===== src/rtl/evu_event_packer_if.sv =====
// Event-in / packet-out bundle for evu_event_packer.
// EVU_PACK_TIMESTAMP_EN widens the packet by TS_W timestamp bits at the MSB.
interface evu_event_packer_if #(
  parameter int unsigned NUM_LINES = 4,
  parameter int unsigned CNT_W     = 16,
  parameter int unsigned DEPTH     = 8,
  parameter int unsigned INFO_W    = 3,
  parameter int unsigned TS_W      = 32
);
`ifdef EVU_PACK_TIMESTAMP_EN
  localparam int unsigned TS_EN = 1;
`else
  localparam int unsigned TS_EN = 0;
`endif
  localparam int unsigned PKT_W = 2 + INFO_W + NUM_LINES * CNT_W + TS_EN * TS_W;
  localparam int unsigned LVL_W = $clog2(DEPTH) + 1;

  logic                 enable_i;
  logic [NUM_LINES-1:0] e_id_i;
  logic [INFO_W-1:0]    e_info_i;
  logic                 s_id_i;
  logic                 pkt_valid_o;
  logic                 pkt_ready_i;
  logic [PKT_W-1:0]     pkt_data_o;
  logic [LVL_W-1:0]     fifo_level_o;
  logic [15:0]          drop_cnt_o;

  modport slave (
    input  enable_i, e_id_i, e_info_i, s_id_i, pkt_ready_i,
    output pkt_valid_o, pkt_data_o, fifo_level_o, drop_cnt_o
  );

  modport master (
    output enable_i, e_id_i, e_info_i, s_id_i, pkt_ready_i,
    input  pkt_valid_o, pkt_data_o, fifo_level_o, drop_cnt_o
  );
endinterface


===== src/rtl/evu_event_packer.sv =====
// Windowed per-line event counter that packs counts + context into packets held in a FWFT FIFO.
// EVU_PACK_TIMESTAMP_EN adds a free-running timestamp captured in the window close cycle.
module evu_event_packer #(
  parameter int unsigned NUM_LINES     = 4,
  parameter int unsigned CNT_W         = 16,
  parameter int unsigned WINDOW_CYCLES = 1024,
  parameter int unsigned DEPTH         = 8,
  parameter int unsigned INFO_W        = 3,
  parameter int unsigned TS_W          = 32
) (
  input logic               clk_i,
  input logic               rst_ni,
  evu_event_packer_if.slave bus
);
`ifdef EVU_PACK_TIMESTAMP_EN
  localparam int unsigned TS_EN = 1;
`else
  localparam int unsigned TS_EN = 0;
`endif
  localparam int unsigned PKT_W = 2 + INFO_W + NUM_LINES * CNT_W + TS_EN * TS_W;
  localparam int unsigned AW    = $clog2(DEPTH);
  localparam int unsigned LW    = AW + 1;
  localparam int unsigned WC_W  = $clog2(WINDOW_CYCLES);

  typedef enum logic {IDLE = 1'b0, OPEN = 1'b1} state_t;
  typedef logic [NUM_LINES-1:0][CNT_W-1:0] cnt_vec_t;

  state_t            state_q, state_d;
  cnt_vec_t          cnt_q, cnt_d, cnt_inc_c, cnt_load_c, pkt_cnt_c;
  logic [INFO_W-1:0] info_q, info_d;
  logic              sticky_q, sticky_d, pkt_sticky_c;
  logic [WC_W-1:0]   wc_q, wc_d;
  logic              push_c, early_c;
  logic [PKT_W-1:0]  pkt_c;

  function automatic logic [CNT_W-1:0] sat_inc(input logic [CNT_W-1:0] v, input logic b);
    if (b && (v != {CNT_W{1'b1}})) begin
      return v + CNT_W'(1);
    end
    return v;
  endfunction

  // Saturated running counts and the fresh-window load value for the current strobes
  always_comb begin
    cnt_inc_c  = '0;
    cnt_load_c = '0;
    for (int i = 0; i < int'(NUM_LINES); i++) begin
      cnt_inc_c[i]  = sat_inc(cnt_q[i], bus.e_id_i[i]);
      cnt_load_c[i] = CNT_W'(bus.e_id_i[i]);
    end
  end

  always_ff @(posedge clk_i or negedge rst_ni) begin
    if (!rst_ni) begin
      state_q  <= IDLE;
      cnt_q    <= '0;
      info_q   <= '0;
      sticky_q <= 1'b0;
      wc_q     <= '0;
    end else begin
      state_q  <= state_d;
      cnt_q    <= cnt_d;
      info_q   <= info_d;
      sticky_q <= sticky_d;
      wc_q     <= wc_d;
    end
  end

  // Window control: a context change takes priority over the regular window end
  always_comb begin
    state_d      = state_q;
    cnt_d        = cnt_q;
    info_d       = info_q;
    sticky_d     = sticky_q;
    wc_d         = wc_q;
    push_c       = 1'b0;
    early_c      = 1'b0;
    pkt_cnt_c    = cnt_q;
    pkt_sticky_c = sticky_q;
    case (state_q)
      IDLE: begin
        if (bus.enable_i) begin
          state_d  = OPEN;
          info_d   = bus.e_info_i;
          cnt_d    = cnt_load_c;
          sticky_d = bus.s_id_i;
          wc_d     = WC_W'(1);
        end
      end
      OPEN: begin
        if (!bus.enable_i) begin
          state_d  = IDLE;
          cnt_d    = '0;
          sticky_d = 1'b0;
          wc_d     = '0;
        end else if (bus.e_info_i != info_q) begin
          push_c   = 1'b1;
          early_c  = 1'b1;
          info_d   = bus.e_info_i;
          cnt_d    = cnt_load_c;
          sticky_d = bus.s_id_i;
          wc_d     = WC_W'(1);
        end else if (wc_q == WC_W'(WINDOW_CYCLES - 1)) begin
          push_c       = 1'b1;
          pkt_cnt_c    = cnt_inc_c;
          pkt_sticky_c = sticky_q | bus.s_id_i;
          cnt_d        = '0;
          sticky_d     = 1'b0;
          wc_d         = '0;
        end else begin
          cnt_d    = cnt_inc_c;
          sticky_d = sticky_q | bus.s_id_i;
          wc_d     = wc_q + WC_W'(1);
        end
      end
      default: state_d = IDLE;
    endcase
  end

`ifdef EVU_PACK_TIMESTAMP_EN
  logic [TS_W-1:0] ts_q;

  always_ff @(posedge clk_i or negedge rst_ni) begin
    if (!rst_ni) begin
      ts_q <= '0;
    end else begin
      ts_q <= ts_q + TS_W'(1);
    end
  end

  assign pkt_c = {ts_q, early_c, pkt_sticky_c, info_q, pkt_cnt_c};
`else
  assign pkt_c = {early_c, pkt_sticky_c, info_q, pkt_cnt_c};
`endif

  logic [PKT_W-1:0] mem_q [DEPTH];
  logic [AW-1:0]    wr_ptr_q, rd_ptr_q;
  logic [LW-1:0]    level_q;
  logic [15:0]      drop_cnt_q;
  logic             full_c, pop_c, push_ok_c, drop_c;

  // A pop in the same cycle frees the slot a push into a full FIFO needs
  assign full_c    = (level_q == LW'(DEPTH));
  assign pop_c     = (level_q != '0) & bus.pkt_ready_i;
  assign push_ok_c = push_c & (~full_c | pop_c);
  assign drop_c    = push_c & full_c & ~pop_c;

  always_ff @(posedge clk_i or negedge rst_ni) begin
    if (!rst_ni) begin
      for (int i = 0; i < int'(DEPTH); i++) begin
        mem_q[i] <= '0;
      end
      wr_ptr_q   <= '0;
      rd_ptr_q   <= '0;
      level_q    <= '0;
      drop_cnt_q <= '0;
    end else begin
      if (push_ok_c) begin
        mem_q[wr_ptr_q] <= pkt_c;
        wr_ptr_q        <= wr_ptr_q + AW'(1);
      end
      if (pop_c) begin
        rd_ptr_q <= rd_ptr_q + AW'(1);
      end
      level_q <= level_q + LW'(push_ok_c) - LW'(pop_c);
      if (drop_c && (drop_cnt_q != 16'hFFFF)) begin
        drop_cnt_q <= drop_cnt_q + 16'd1;
      end
    end
  end

  assign bus.pkt_valid_o  = (level_q != '0);
  assign bus.pkt_data_o   = mem_q[rd_ptr_q];
  assign bus.fifo_level_o = level_q;
  assign bus.drop_cnt_o   = drop_cnt_q;

endmodule


===== src/flat_wrapper.sv =====
// flat-port wrapper written by rule: the top's interface ports become plain ports
module evu_event_packer_flat 
#(
  parameter int unsigned NUM_LINES     = 4,
  parameter int unsigned CNT_W         = 16,
  parameter int unsigned WINDOW_CYCLES = 1024,
  parameter int unsigned DEPTH         = 8,
  parameter int unsigned INFO_W        = 3,
  parameter int unsigned TS_W          = 32
)
  (clk_i, rst_ni, bus_enable_i, bus_e_id_i, bus_e_info_i, bus_s_id_i, bus_pkt_ready_i, bus_pkt_valid_o, bus_pkt_data_o, bus_fifo_level_o, bus_drop_cnt_o);
  evu_event_packer_if #(.NUM_LINES(NUM_LINES), .CNT_W(CNT_W), .DEPTH(DEPTH), .INFO_W(INFO_W), .TS_W(TS_W)) bus_i ();
  input logic clk_i;
  input logic rst_ni;
  input wire logic [$bits(bus_i.enable_i)-1:0] bus_enable_i;
  input wire logic [$bits(bus_i.e_id_i)-1:0] bus_e_id_i;
  input wire logic [$bits(bus_i.e_info_i)-1:0] bus_e_info_i;
  input wire logic [$bits(bus_i.s_id_i)-1:0] bus_s_id_i;
  input wire logic [$bits(bus_i.pkt_ready_i)-1:0] bus_pkt_ready_i;
  output wire logic [$bits(bus_i.pkt_valid_o)-1:0] bus_pkt_valid_o;
  output wire logic [$bits(bus_i.pkt_data_o)-1:0] bus_pkt_data_o;
  output wire logic [$bits(bus_i.fifo_level_o)-1:0] bus_fifo_level_o;
  output wire logic [$bits(bus_i.drop_cnt_o)-1:0] bus_drop_cnt_o;
  assign bus_i.enable_i = bus_enable_i;
  assign bus_i.e_id_i = bus_e_id_i;
  assign bus_i.e_info_i = bus_e_info_i;
  assign bus_i.s_id_i = bus_s_id_i;
  assign bus_i.pkt_ready_i = bus_pkt_ready_i;
  assign bus_pkt_valid_o = bus_i.pkt_valid_o;
  assign bus_pkt_data_o = bus_i.pkt_data_o;
  assign bus_fifo_level_o = bus_i.fifo_level_o;
  assign bus_drop_cnt_o = bus_i.drop_cnt_o;
  evu_event_packer #(.NUM_LINES(NUM_LINES), .CNT_W(CNT_W), .WINDOW_CYCLES(WINDOW_CYCLES), .DEPTH(DEPTH), .INFO_W(INFO_W), .TS_W(TS_W)) u_core (.clk_i(clk_i), .rst_ni(rst_ni), .bus(bus_i));
endmodule

===== config.mk =====
export PLATFORM = sky130hd
export DESIGN_NAME = evu_event_packer_flat
export DESIGN_NICKNAME = d
export VERILOG_FILES = /design/src/rtl/evu_event_packer_if.sv /design/src/rtl/evu_event_packer.sv /design/src/flat_wrapper.sv
export SDC_FILE = /design/constraint.sdc
export NUM_CORES = 1
export LEC_CHECK = 0
export CORE_ASPECT_RATIO = 0.75
export CORE_MARGIN = 2
export CORE_UTILIZATION = 60
export DETAILED_ROUTE_END_ITERATION = 8
export GPL_ROUTABILITY_DRIVEN = 0
export PLACE_DENSITY_LB_ADDON = 0.2
export SLEW_MARGIN = 40
export SYNTH_ARGS = -nofsm -noshare
export SYNTH_HDL_FRONTEND = slang
export SYNTH_SLANG_ARGS = --single-unit

===== constraint.sdc =====
create_clock -name clk_i -period 3.3 [get_ports clk_i]
set_input_delay 0.66 -clock clk_i [delete_from_list [all_inputs] [get_ports clk_i]]
set_output_delay 0.66 -clock clk_i [all_outputs]
set_load 0.005 [all_outputs]

* After elaboration in Yosys (flattened, before gate mapping)
Cells that the tools add are included.
** Word-level totals
- Register bits after elaboration :: 657
- Output and inout bits :: 90
- Word-level logic and storage cells :: 116
** Operators by class
- Add/sub/neg operators :: 10
- Order comparisons :: 3
- Equal/unequal tests :: 11
- Mux-type cells :: 53
- Bitwise gates (word level) :: 11
- Reduce and logical (&&, ||, !) cells :: 8
** Operators by type and width (count)
- bitwise mux 552 bit :: 1
- two-way mux 64 bit :: 8
- binary-select mux 69 bit (select 3 bit) :: 1
- demux 69 bit (select 3 bit) :: 1
- two-way mux 69 bit :: 3
- two-way mux 16 bit :: 8
- case mux 64 bit (2 select lines) :: 1
- adder 16 x 1 -> 16 bit, second input constant :: 5
- inequality test 16 bit, second input constant :: 5
- two-way mux 10 bit :: 4
- two-way mux 1 bit :: 20
- case mux 10 bit (2 select lines) :: 1
- adder 10 x 1 -> 10 bit, second input constant :: 1
- == test 10 bit, second input constant :: 1
- two-way mux 3 bit :: 3
- >= comparator 4 bit, second input constant :: 2
- inverter 3 -> 4 bit :: 2
- adder 3 x 1 -> 3 bit, second input constant :: 2
- logical AND 1 bit :: 6
- inequality test 2 bit, second input constant :: 3
- case mux 3 bit (2 select lines) :: 1
- adder 4 x 1 -> 4 bit :: 1
- AND 1 bit :: 4
- == test 4 bit, second input constant :: 1
- 8 further kinds :: 11

* Logic depth before layout (Yosys ltp)
Gate-level depths: netlist of the first run.
- Depth after elaboration :: 9
- Depth in mapped cells :: 11
- Gate-level depth less buffers :: 11

* Least setup slack after synthesis of the first run
OpenSTA, ideal clock, no wires.
- Path kind :: register to output
- Start point :: register u_core.rd_ptr_q[0]
- End point :: output port bus_pkt_data_o[1]
- Arrival time :: 2.070 ns
- Setup slack :: 0.570 ns
- Cell stages (with the launch flop) :: 6
- Buffers on the path :: 3
- Cells stage by stage :: dfrtp_1 clkbuf_1 clkbuf_1 buf_1 mux4_2 mux2_2
** Between the ends
- Word-level cells in the longest chain between the ends :: 4
** Ends and longest elaborated chain
- from (decl) :: line evu_event_packer.sv:137 : logic [AW-1:0] wr_ptr_q, rd_ptr_q;
- from (signal assigned) :: line evu_event_packer.sv:163 : rd_ptr_q <= rd_ptr_q + AW'(1);
- inverter 3 -> 4 bit (not written as such) :: line evu_event_packer.sv:173 : assign bus.pkt_data_o = mem_q[rd_ptr_q];
- binary-select mux 69 bit (select 3 bit) :: line evu_event_packer.sv:173
- two-way mux 69 bit (not written as such) (2 in series) :: line evu_event_packer.sv:173
- to (decl) :: line flat_wrapper.sv:21 : output wire logic [$bits(bus_i.pkt_data_o)-1:0] bus_pkt_data_o;
Every way passes these cells. The select of a mux whose other input is x is not followed.

* Final worst setup path of the first run
- Start point :: register u_core.rd_ptr_q[0]
- End point :: output port bus_pkt_data_o[12]
The elaborated chain is that of the path after synthesis.

==> results of run 1 <==
how the worst min path moves through the flow:
stage | start | to | slack, ns | cells after the start
global route | rst_ni | u_core.mem_q[92]$_DFFE_PN0P_ | 0.06 | 1
finish | rst_ni | u_core.mem_q[161]$_DFFE_PN0P_ | 0.02 | 1
floorplan | rst_ni | u_core.bus.drop_cnt_o[0]$_DFFE_PN0P_ | 0.36 | 0
detailed placement | u_core.mem_q[66]$_DFFE_PN0P_ | u_core.mem_q[66]$_DFFE_PN0P_ | 0.46 | 2
CTS | rst_ni | u_core.mem_q[92]$_DFFE_PN0P_ | 0.02 | 1
global placement | u_core.mem_q[135]$_DFFE_PN0P_ | u_core.mem_q[135]$_DFFE_PN0P_ | 0.45 | 2
layout by cell type (no fill, tap or decap), drive strengths merged, types with 6 or more instances in the layout:
cell / n
mux2i: 7
nor4: 10
clkbuf: 105
nand3: 52
nand2: 681
mux2: 75
clkdlybuf4s50: 36
o31ai: 24
nor3: 22
nand4: 44
a21oi: 63
ha: 14
clkinv: 16
dfrtp: 657
inv: 13
xnor2: 39
o21ai: 578
xor2: 44
and2: 6
mux4: 138
buf: 156
dlygate4sd2: 33
and4: 13
a21o: 11
a31oi: 15
nor2: 89
dlymetal6s2s: 6
and3: 12
clkdlybuf4s15: 10
registers in the layout, indices dropped and copies added, names as in the netlist:
register / flops
u_core.info_q: 3
u_core.sticky_q: 1
u_core.wc_q: 10
u_core.mem_q: 552
u_core.rd_ptr_q: 3
u_core.wr_ptr_q: 3
u_core.cnt_q: 64
u_core.bus.fifo_level_o: 4
u_core.state_q: 1
u_core.bus.drop_cnt_o: 16
power groups by stage:
stage | logic, mW | clock network [mW] | registers (mW)
floorplan | 3.38 | 0 | 9.20
detailed placement | 5.32 | 0 | 9.56
global placement | 5.22 | 0 | 9.52
CTS | 6.31 | 7.18 | 9.33
finish | 6.57 | 7.09 | 9.35
global route | 7.03 | 7.47 | 9.42
layout make-up:
type / instances / area, sq um / area share, %
inverter: 11 / 41.3 / 0.117
clock buffer: 90 / 1820 / 5.15
timing repair buffer: 256 / 2910 / 8.25
tap: 657 / 822 / 2.33
clock inverter: 24 / 191 / 0.543
sequential: 657 / 16500 / 46.6
multi-input combinational: 1989 / 13000 / 37.0
kinds of logic (layout without fill, tap and decap cells):
kind of cell,count (synthesis),in the layout,share of synthesized area (%)
and+or+nand+nor,956,956,13.5
AOI/OAI and AO/OA,715,715,12.5
DFF,657,657,54.4
muxes,220,220,13.4
buffers and inverters,218,381,2.99
xor gates and xnor gates,83,83,2.48
adders and majority gates,15,15,0.646
worst max-delay path: stages (launching register included):
cell,delay (ns)
dfrtp_4,0.49
buf_12,0.17
buf_4,0.16
mux4_2,0.50
mux2_2,0.30
clkdlybuf4s50_1,0.45
per-layer routing:
metal / track usage (%) / vias to the layer above
met5: 0 / -
met4: 9.10 / 4
met3: 5.68 / 128
met2: 48.5 / 839
met1: 42.7 / 11500
li1: - / 10300
what timing repair did:
action | in CTS | in global routing
setup buffers | 32 | 10
setup endpoints to repair | 69 | 32
cloned | 7 | 6
pin swaps | 0 | 0
resized for setup | 123 | 30
through the flow:
stage	setup WS, ns	utilization (%)	area (sq um)	total power, mW
floorplan	0.570	-	30200	12.6
global placement	0.307	65.1	32500	14.7
detailed placement	0.206	65.1	32500	14.9
CTS	-0.152	70.2	35100	22.8
global route	-0.109	70.6	35300	23.9
finish	-0.0591	70.6	35300	23.0
==> results.py, run 1 <==
metrics = {
    "outcome": {
        "status": "complete, but fails checks",
        "violations": "negative setup slack",
    },
    "synthesis": {
        "yosysWarnings": 0,
        "synthCells": 2864,
        "synth_area_sq_mm": 0.0302,
        "synth_area_leaders": "dfrtp_1 54%, mux4_2 10%, o21ai_0 9.6%",
        "avgSynthCellArea_sq_um": 10.5,
        "synth_flop_cell": "dfrtp_1",
        "synth_seq_cells": 657,
        "ys_top_cells_by_count": "681 x nand2_1, 657 x dfrtp_1, 577 x o21ai_0, 149 x clkbuf_1, 138 x mux4_2",
        "synth_edf_count": 0,
        "yosysSeqAreaShare_pct": 54.4,
        "yosysUniqueCellTypes": 64,
        "yosys.area.top_type": "dfrtp_1",
        "post-synth-top-count-cell": "nand2_1",
        "async_flop_share_pct": 100,
        "syn-num-nets": 2891,
        "synth_top_area_share_pct": 54.4,
    },
    "placed_design": {
        "placed_cells": 3516,
        "port-buffer-count": 101,
        "dpl.hpwl_microns": 46000,
    },
    "global_route": {
        "grt_overflow_total": 0,
        "grt_pass1_wl_microns": 124000,
        "antenna_found_initial": 2,
        "gr-usage-all-layers_pct": 30.2,
        "grt_max_degree": 110,
        "grt_pass1_vias": 22800,
    },
    "pwr": {
        "p_int_mw": 16.1,
        "vdd_drop_max_v": 0.000464,
        "seqPwrFrac_pct": 40.6,
        "pwr-share-comb_pct": 28.6,
        "swShare_pct": 30.1,
        "power_density_mw_per_mm2": 652,
        "power.switching_mw": 6.92,
        "power.leakage_nw": 15.6,
        "p_clk_share_pct": 30.8,
    },
    "worst_setup_path": {
        "cp.required_ns": 2.64,
        "critPathLaunch": "u_core.rd_ptr_q[0]$_DFFE_PN0P_",
        "startpoint_type": "flop",
        "r2r_start": "u_core.wc_q[0]$_DFFE_PN0P_",
        "r2r_end": "u_core.mem_q[485]$_DFFE_PN0P_",
        "path_max_fanout": 8,
        "end_kind": "primary output",
        "reg2reg_slack_ns": 0.28,
        "crit_end": "bus_pkt_data_o[12]",
        "critPathArrivalTime_ns": 2.70,
        "critical_path_class": "reg2out",
        "r2r_cells": 8,
    },
    "die": {
        "io_pins": 102,
        "core_area_sq_mm": 0.0499,
        "die_y_microns": 198,
        "die-area_sq_mm": 0.0522,
        "num_rows": 71,
        "dieWidth_microns": 263,
        "start_util_pct": 60.5,
    },
    "cells_and_area": {
        "drive_gt1_share_pct": 17.3,
        "stdcell_count": 3684,
        "num-fill-cells": 3462,
        "n_antenna_cell": 0,
        "syn_to_final_growth_pct": 16.8,
        "nets": 3003,
    },
    "detailed_routing": {
        "avgViaCountPerCell": 6.19,
        "dr_wl_met3_microns": 5750,
        "dr.pass1.iters": 6,
        "wirelength_microns": 77700,
        "wl_met2_microns": 37400,
        "wl_met1_microns": 32800,
        "drc": 0,
        "highest_layer": "met5",
        "drtAntennaViolNets": 0,
        "vias": 22800,
        "drtIter0Drc": 2452,
        "wl_per_cell_microns": 21.1,
    },
    "cts": {
        "clock_latency_ns": 0.64,
        "clkSinkCount": 657,
        "ctsLongestPathBuffers": 3,
        "root_buffer": "clkbuf_16",
        "cts_tree": "yes",
        "cts_buffers": 61,
        "cts_htree_levels": 2,
        "holdBufCountCts": 0,
        "clk_pin_slew_ns": 0.06,
    },
    "timing": {
        "slew_headroom_pct": 51.6,
        "fin_skew_ns": 0.0183,
        "setup_viol": 13,
        "rsz0062_at_grt": "true",
        "fin_crit_sh_pct": 102,
        "tightest_slew_ns": 0.724,
        "final_max_slew_viol_count": 0,
        "fin_tns_setup_ns": -0.444,
        "hold_viol": 0,
        "worst_slack_ns": -0.0591,
        "period_needed_ns": 3.36,
        "holdWs_ns": 0.0246,
        "fmax_mhz": 298,
    },
    "hold_path": {
        "hold_path.class": "in2async",
    },
    "job": {
        "drv_cap": 0,
    },
}
(Power assumes the default switching activity.)
==> run 2, diff against run 1 <==
--- a/config.mk
+++ b/config.mk
@@ -11,6 +11,7 @@
 export DETAILED_ROUTE_END_ITERATION = 8
 export GPL_ROUTABILITY_DRIVEN = 0
 export PLACE_DENSITY_LB_ADDON = 0.2
+export SETUP_SLACK_MARGIN = 0.4
 export SLEW_MARGIN = 40
 export SYNTH_ARGS = -nofsm -noshare
 export SYNTH_HDL_FRONTEND = slang
==> results.py, run 2 (same netlist as run 1, synthesis figures left out) <==
metrics = {
    "worst_setup_path": {
        "worstPathCellList": "buf_12, buf_12, buf_16, buf_8, mux4_2, mux2_4, buf_6",
        "critical_path_class": "reg2out",
        "critPathArrivalTime_ns": 2.61,
        "reg2reg_slack_ns": 0.55,
        "r2r_cells": 9,
        "r2r_start": "u_core.wc_q[0]$_DFFE_PN0P_",
        "startpoint_type": "flop",
        "crit_buf_inv": 5,
        "critical-path-top-delay-family": "multiplexers",
        "path_common_cell": "buf_12",
        "slowest_delay_ns": 0.55,
        "end_kind": "primary output",
        "cp.required_ns": 2.64,
        "path_max_fanout": 8,
        "slowest_stage": "dfrtp_4",
        "r2r_end": "u_core.mem_q[239]$_DFFE_PN0P_",
    },
    "placed_design": {
        "placedInstanceArea_sq_mm": 0.0325,
        "port-buffer-count": 101,
        "dpl.hpwl_microns": 46000,
    },
    "pwr": {
        "power.leakage_nw": 16.0,
        "finalPower_mw": 24.5,
        "vdd_drop_max_v": 0.000485,
        "power_density_mw_per_mm2": 671,
    },
    "global_route": {
        "grt_pass1_vias": 23500,
        "grt_pass1_wl_microns": 129000,
        "grt_overflow_total": 0,
        "antenna_found_initial": 3,
        "gr-usage-all-layers_pct": 31.4,
        "grt_max_degree": 110,
    },
    "timing": {
        "tightest_slew_ns": 0.690,
        "slew_headroom_pct": 53.5,
        "period_needed_ns": 3.27,
        "final_max_slew_viol_count": 0,
        "holdWs_ns": 0.0153,
        "fmax_mhz": 306,
        "setup_viol": 0,
        "fin_skew_ns": 0.0190,
        "fin_tns_setup_ns": 0,
        "fin_crit_sh_pct": 99.1,
        "hold_viol": 0,
        "rsz0062_at_grt": "true",
    },
    "die": {
        "num_rows": 71,
        "start_util_pct": 60.5,
        "die-area_sq_mm": 0.0522,
        "io_pins": 102,
        "core_area_sq_mm": 0.0499,
        "dieWidth_microns": 263,
        "die_y_microns": 198,
    },
    "cts": {
        "clkSinkCount": 657,
        "root_buffer": "clkbuf_16",
        "ctsLongestPathBuffers": 3,
        "clk_pin_slew_ns": 0.06,
        "holdBufCountCts": 0,
        "cts_tree": "yes",
        "clock_latency_ns": 0.64,
        "cts_buffers": 61,
        "cts_htree_levels": 2,
    },
    "job": {
        "drv_cap": 0,
    },
    "detailed_routing": {
        "avgViaCountPerCell": 6.22,
        "dr.pass1.iters": 6,
        "drtIter0Drc": 2338,
        "drc": 0,
        "drtAntennaViolNets": 0,
        "wl_per_cell_microns": 21.4,
        "wirelength_microns": 79900,
        "vias": 23200,
    },
    "cells_and_area": {
        "largest-register": "u_core.mem_q",
        "finalInstanceArea_sq_mm": 0.0365,
        "final_cell_mix": "677 x nand2_1, 654 x dfrtp_1, 577 x o21ai_0",
        "drive_gt1_share_pct": 20.8,
        "syn_to_final_growth_pct": 21.0,
        "final_common_cell": "nand2_1",
        "largest_reg_flops": 552,
        "nets": 3047,
        "fin_util_pct": 73.2,
    },
    "hold_path": {
        "hold_path.class": "in2async",
    },
    "outcome": {
        "status": "finished clean",
    },
}
==> run 2: cell count changes in the layout (fill, tap and decap cells not counted), sizes merged <==
cell           change
clkdlybuf4s50      -5
dlymetal6s2s       -6
dlygate4sd2       -33
buf              +109
clkbuf            -11
diode              +1
clkdlybuf4s15     -10
==> run 2: how the worst max path moves through the flow <==
| stage | startpoint | end | slack (ns) | cells after the start |
|---|---|---|---|---|
| floorplan | u_core.rd_ptr_q[0]$_DFFE_PN0P_ | bus_pkt_data_o[1] | 0.57 | 5 |
| global placement | bus_pkt_ready_i | u_core.mem_q[33]$_DFFE_PN0P_ | 0.31 | 7 |
| detailed placement | bus_pkt_ready_i | u_core.mem_q[49]$_DFFE_PN0P_ | 0.21 | 7 |
| CTS | u_core.rd_ptr_q[0]$_DFFE_PN0P_ | bus_pkt_data_o[23] | 0.03 | 7 |
| global route | u_core.rd_ptr_q[0]$_DFFE_PN0P_ | bus_pkt_data_o[53] | -0.001 | 7 |
| finish | u_core.rd_ptr_q[0]$_DFFE_PN0P_ | bus_pkt_data_o[53] | 0.03 | 7 |
==> run 2: what timing repair did <==
item	CTS	global route
cloned	15	0
gates resized for setup	440	68
endpoints found under the hold margin	0	0
endpoints found under the setup margin	75	305
setup buffers	76	7
==> run 2: layout make-up <==
cell class              instances  area [sq um]
flip-flops and latches        657         16500
fillers                      3254         13400
multi-input cells            1989         13300
repair buffers                300          3860
clock buffers                  90          1820
well taps                     657           822
clock inverters                24           191
inverters                      11          41.3
diodes                          1          2.50
==> run 2: power breakdown <==
part	total, mW	internal [mW]	switching (mW)
combinational	8.00	4.42	3.58
sequential	9.41	8.78	0.625
clock	7.11	3.97	3.14
==> run 2: through the flow <==
step | instances | setup slack, ns
2_1_floorplan | 2864 | 0.570
4_1_cts | 3721 | 0.0259
6_report | 3729 | 0.0283
3_3_place_gp | 3516 | 0.307
3_5_place_dp | 3516 | 0.206
5_1_grt | 3729 | -0.00129
==> run 2: metal layers <==
layer,GRT usage (%),wire (microns)
met3,5.65,5630
met2,50.6,38400
met5,0,30
met1,43.8,33400
met4,10.7,2350
==> run 3, diff against run 2 <==
==> constraint.sdc (replaced) <==
create_clock -name clk_i -period 4 [get_ports clk_i]
set_input_delay 0.8 -clock clk_i [delete_from_list [all_inputs] [get_ports clk_i]]
set_output_delay 0.8 -clock clk_i [all_outputs]
set_load 0.005 [all_outputs]
==> results.py, run 3 (same netlist as run 1, synthesis figures left out) <==
metrics = {
    "cells_and_area": {
        "finalInstanceArea_sq_mm": 0.0348,
        "nets": 2953,
        "largest-register": "u_core.mem_q",
        "multi_input_area_sq_mm": 0.0130,
        "largest_reg_flops": 552,
        "num-fill-cells": 3539,
        "syn_to_final_growth_pct": 15.1,
        "seq_area_sq_mm": 0.0165,
        "drive_gt1_share_pct": 15.3,
        "final_common_cell": "nand2_1",
        "final_cell_mix": "677 x nand2_1, 654 x dfrtp_1, 576 x o21ai_0",
    },
    "worst_setup_path": {
        "reg2reg_slack_ns": 1.01,
        "end_kind": "primary output",
        "path_max_fanout": 9,
        "startpoint_type": "flop",
        "slowest_delay_ns": 0.52,
        "r2r_cells": 7,
        "slowest_stage": "dfrtp_4",
        "cp.required_ns": 3.20,
        "path_common_cell": "buf_12",
        "r2r_end": "u_core.mem_q[24]$_DFFE_PN0P_",
        "critPathArrivalTime_ns": 2.86,
        "crit_buf_inv": 4,
        "r2r_start": "u_core.info_q[1]$_DFFE_PN0P_",
        "critical-path-top-delay-family": "buffers and inverters",
        "critical_path_class": "reg2out",
        "worstPathCellList": "buf_12, buf_12, buf_16, mux4_2, mux2_2, clkdlybuf4s50_1",
    },
    "timing": {
        "fin_tns_setup_ns": 0,
        "tightest_slew_ns": 0.858,
        "final_max_slew_viol_count": 0,
        "fmax_mhz": 273,
        "rsz0062_at_grt": "true",
        "setup_viol": 0,
        "worst_slack_ns": 0.337,
        "fin_skew_ns": 0.0351,
        "hold_viol": 0,
        "fin_crit_sh_pct": 91.6,
        "period_needed_ns": 3.66,
        "slew_headroom_pct": 42.2,
    },
    "placed_design": {
        "dpl.hpwl_microns": 46500,
        "port-buffer-count": 101,
        "pre_cts_ws_ns": 0.523,
        "placedInstanceArea_sq_mm": 0.0323,
    },
    "detailed_routing": {
        "wirelength_microns": 76500,
        "dr.pass1.iters": 6,
        "drc": 0,
        "drtAntennaViolNets": 0,
        "drtIter0Drc": 2340,
        "wl_per_cell_microns": 21.0,
        "vias": 22500,
        "avgViaCountPerCell": 6.18,
    },
    "pwr": {
        "power_density_mw_per_mm2": 536,
        "p_clk_share_pct": 31.7,
        "power.switching_mw": 5.57,
        "vdd_drop_max_v": 0.000365,
        "seqPwrFrac_pct": 41.8,
        "power.leakage_nw": 15.1,
        "p_int_mw": 13.1,
        "pwr-share-comb_pct": 26.5,
        "swShare_pct": 29.9,
    },
    "cts": {
        "holdBufCountCts": 0,
        "cts_buffers": 60,
        "clock_latency_ns": 0.64,
        "clk_pin_slew_ns": 0.06,
        "root_buffer": "clkbuf_16",
        "ctsLongestPathBuffers": 3,
        "cts_tree": "yes",
        "cts_htree_levels": 2,
        "clkSinkCount": 657,
    },
    "die": {
        "io_pins": 102,
        "die_y_microns": 198,
        "die-area_sq_mm": 0.0522,
        "num_rows": 71,
        "dieWidth_microns": 263,
        "core_area_sq_mm": 0.0499,
        "start_util_pct": 60.5,
    },
    "global_route": {
        "grt_pass1_wl_microns": 124000,
        "gr-usage-all-layers_pct": 30.2,
        "grt_pass1_vias": 22700,
        "antenna_found_initial": 2,
        "grt_overflow_total": 0,
        "grt_max_degree": 86,
    },
    "outcome": {
        "status": "finished clean",
    },
    "job": {
        "drv_cap": 0,
    },
    "hold_path": {
        "hold_path.class": "in2async",
    },
}
run 3: cell count changes in the layout (fill, tap and decap cells not counted), sizes merged, moves of 3 or more:
cell | previous run | this run
clkdlybuf4s50 | 31 | 87
dlymetal6s2s | 0 | 3
clkinv | 16 | 12
buf | 265 | 106
dlygate4sd2 | 0 | 10
clkinvlp | 4 | 1
run 3: power groups by stage:
stage	registers [mW]	logic [mW]	clock network, mW
3_5_place_dp	7.95	4.30	0
4_1_cts	7.78	4.88	5.98
5_1_grt	7.85	5.31	6.30
6_report	7.79	4.93	5.91
3_3_place_gp	7.91	4.18	0
2_1_floorplan	7.59	2.79	0
run 3: repair_timing:
item	in CTS	in global routing
buffers inserted	14	6
gates cloned	5	1
setup endpoints to repair	66	57
resized for setup	24	3
run 3: per-stage QoR:
stage	util [%]	total power [mW]	hold WS (ns)	cells
finish	69.6	18.6	0.0524	3634
global route	69.6	19.5	0.0608	3633
CTS	69.4	18.6	0.0357	3626
detailed placement	64.7	12.3	0.464	3495
global placement	64.6	12.1	0.455	3494
floorplan	-	10.4	0.440	2864
run 3: worst max-delay path by stage:
stage | start | to | slack (ns) | cells past startpoint
2_1_floorplan | u_core.rd_ptr_q[0]$_DFFE_PN0P_ | bus_pkt_data_o[0] | 1.13 | 5
5_1_grt | u_core.rd_ptr_q[0]$_DFFE_PN0P_ | bus_pkt_data_o[35] | 0.28 | 6
4_1_cts | u_core.rd_ptr_q[0]$_DFFE_PN0P_ | bus_pkt_data_o[33] | 0.32 | 5
6_report | u_core.rd_ptr_q[0]$_DFFE_PN0P_ | bus_pkt_data_o[35] | 0.34 | 6
3_3_place_gp | bus_e_info_i[2] | u_core.mem_q[44]$_DFFE_PN0P_ | 0.60 | 8
3_5_place_dp | bus_e_info_i[1] | u_core.mem_q[169]$_DFFE_PN0P_ | 0.52 | 8
run 3: final cells by class:
type | count | area share (%)
diodes | 1 | 0.00720
clock buffers | 95 | 5.25
clock inverters | 17 | 0.572
inverters | 11 | 0.119
multi-input cells | 1989 | 37.3
flip-flops and latches | 657 | 47.3
well taps | 657 | 2.37
repair buffers | 207 | 7.02
run 3: routing by layer:
metal | up-vias | wire length, microns | GRT usage (%)
li1 | 10200 | - | -
met1 | 11400 | 33400 | 43.7
met2 | 771 | 36000 | 48.1
met3 | 127 | 5230 | 4.76
met4 | 2 | 1850 | 8.97
met5 | - | 13 | 0
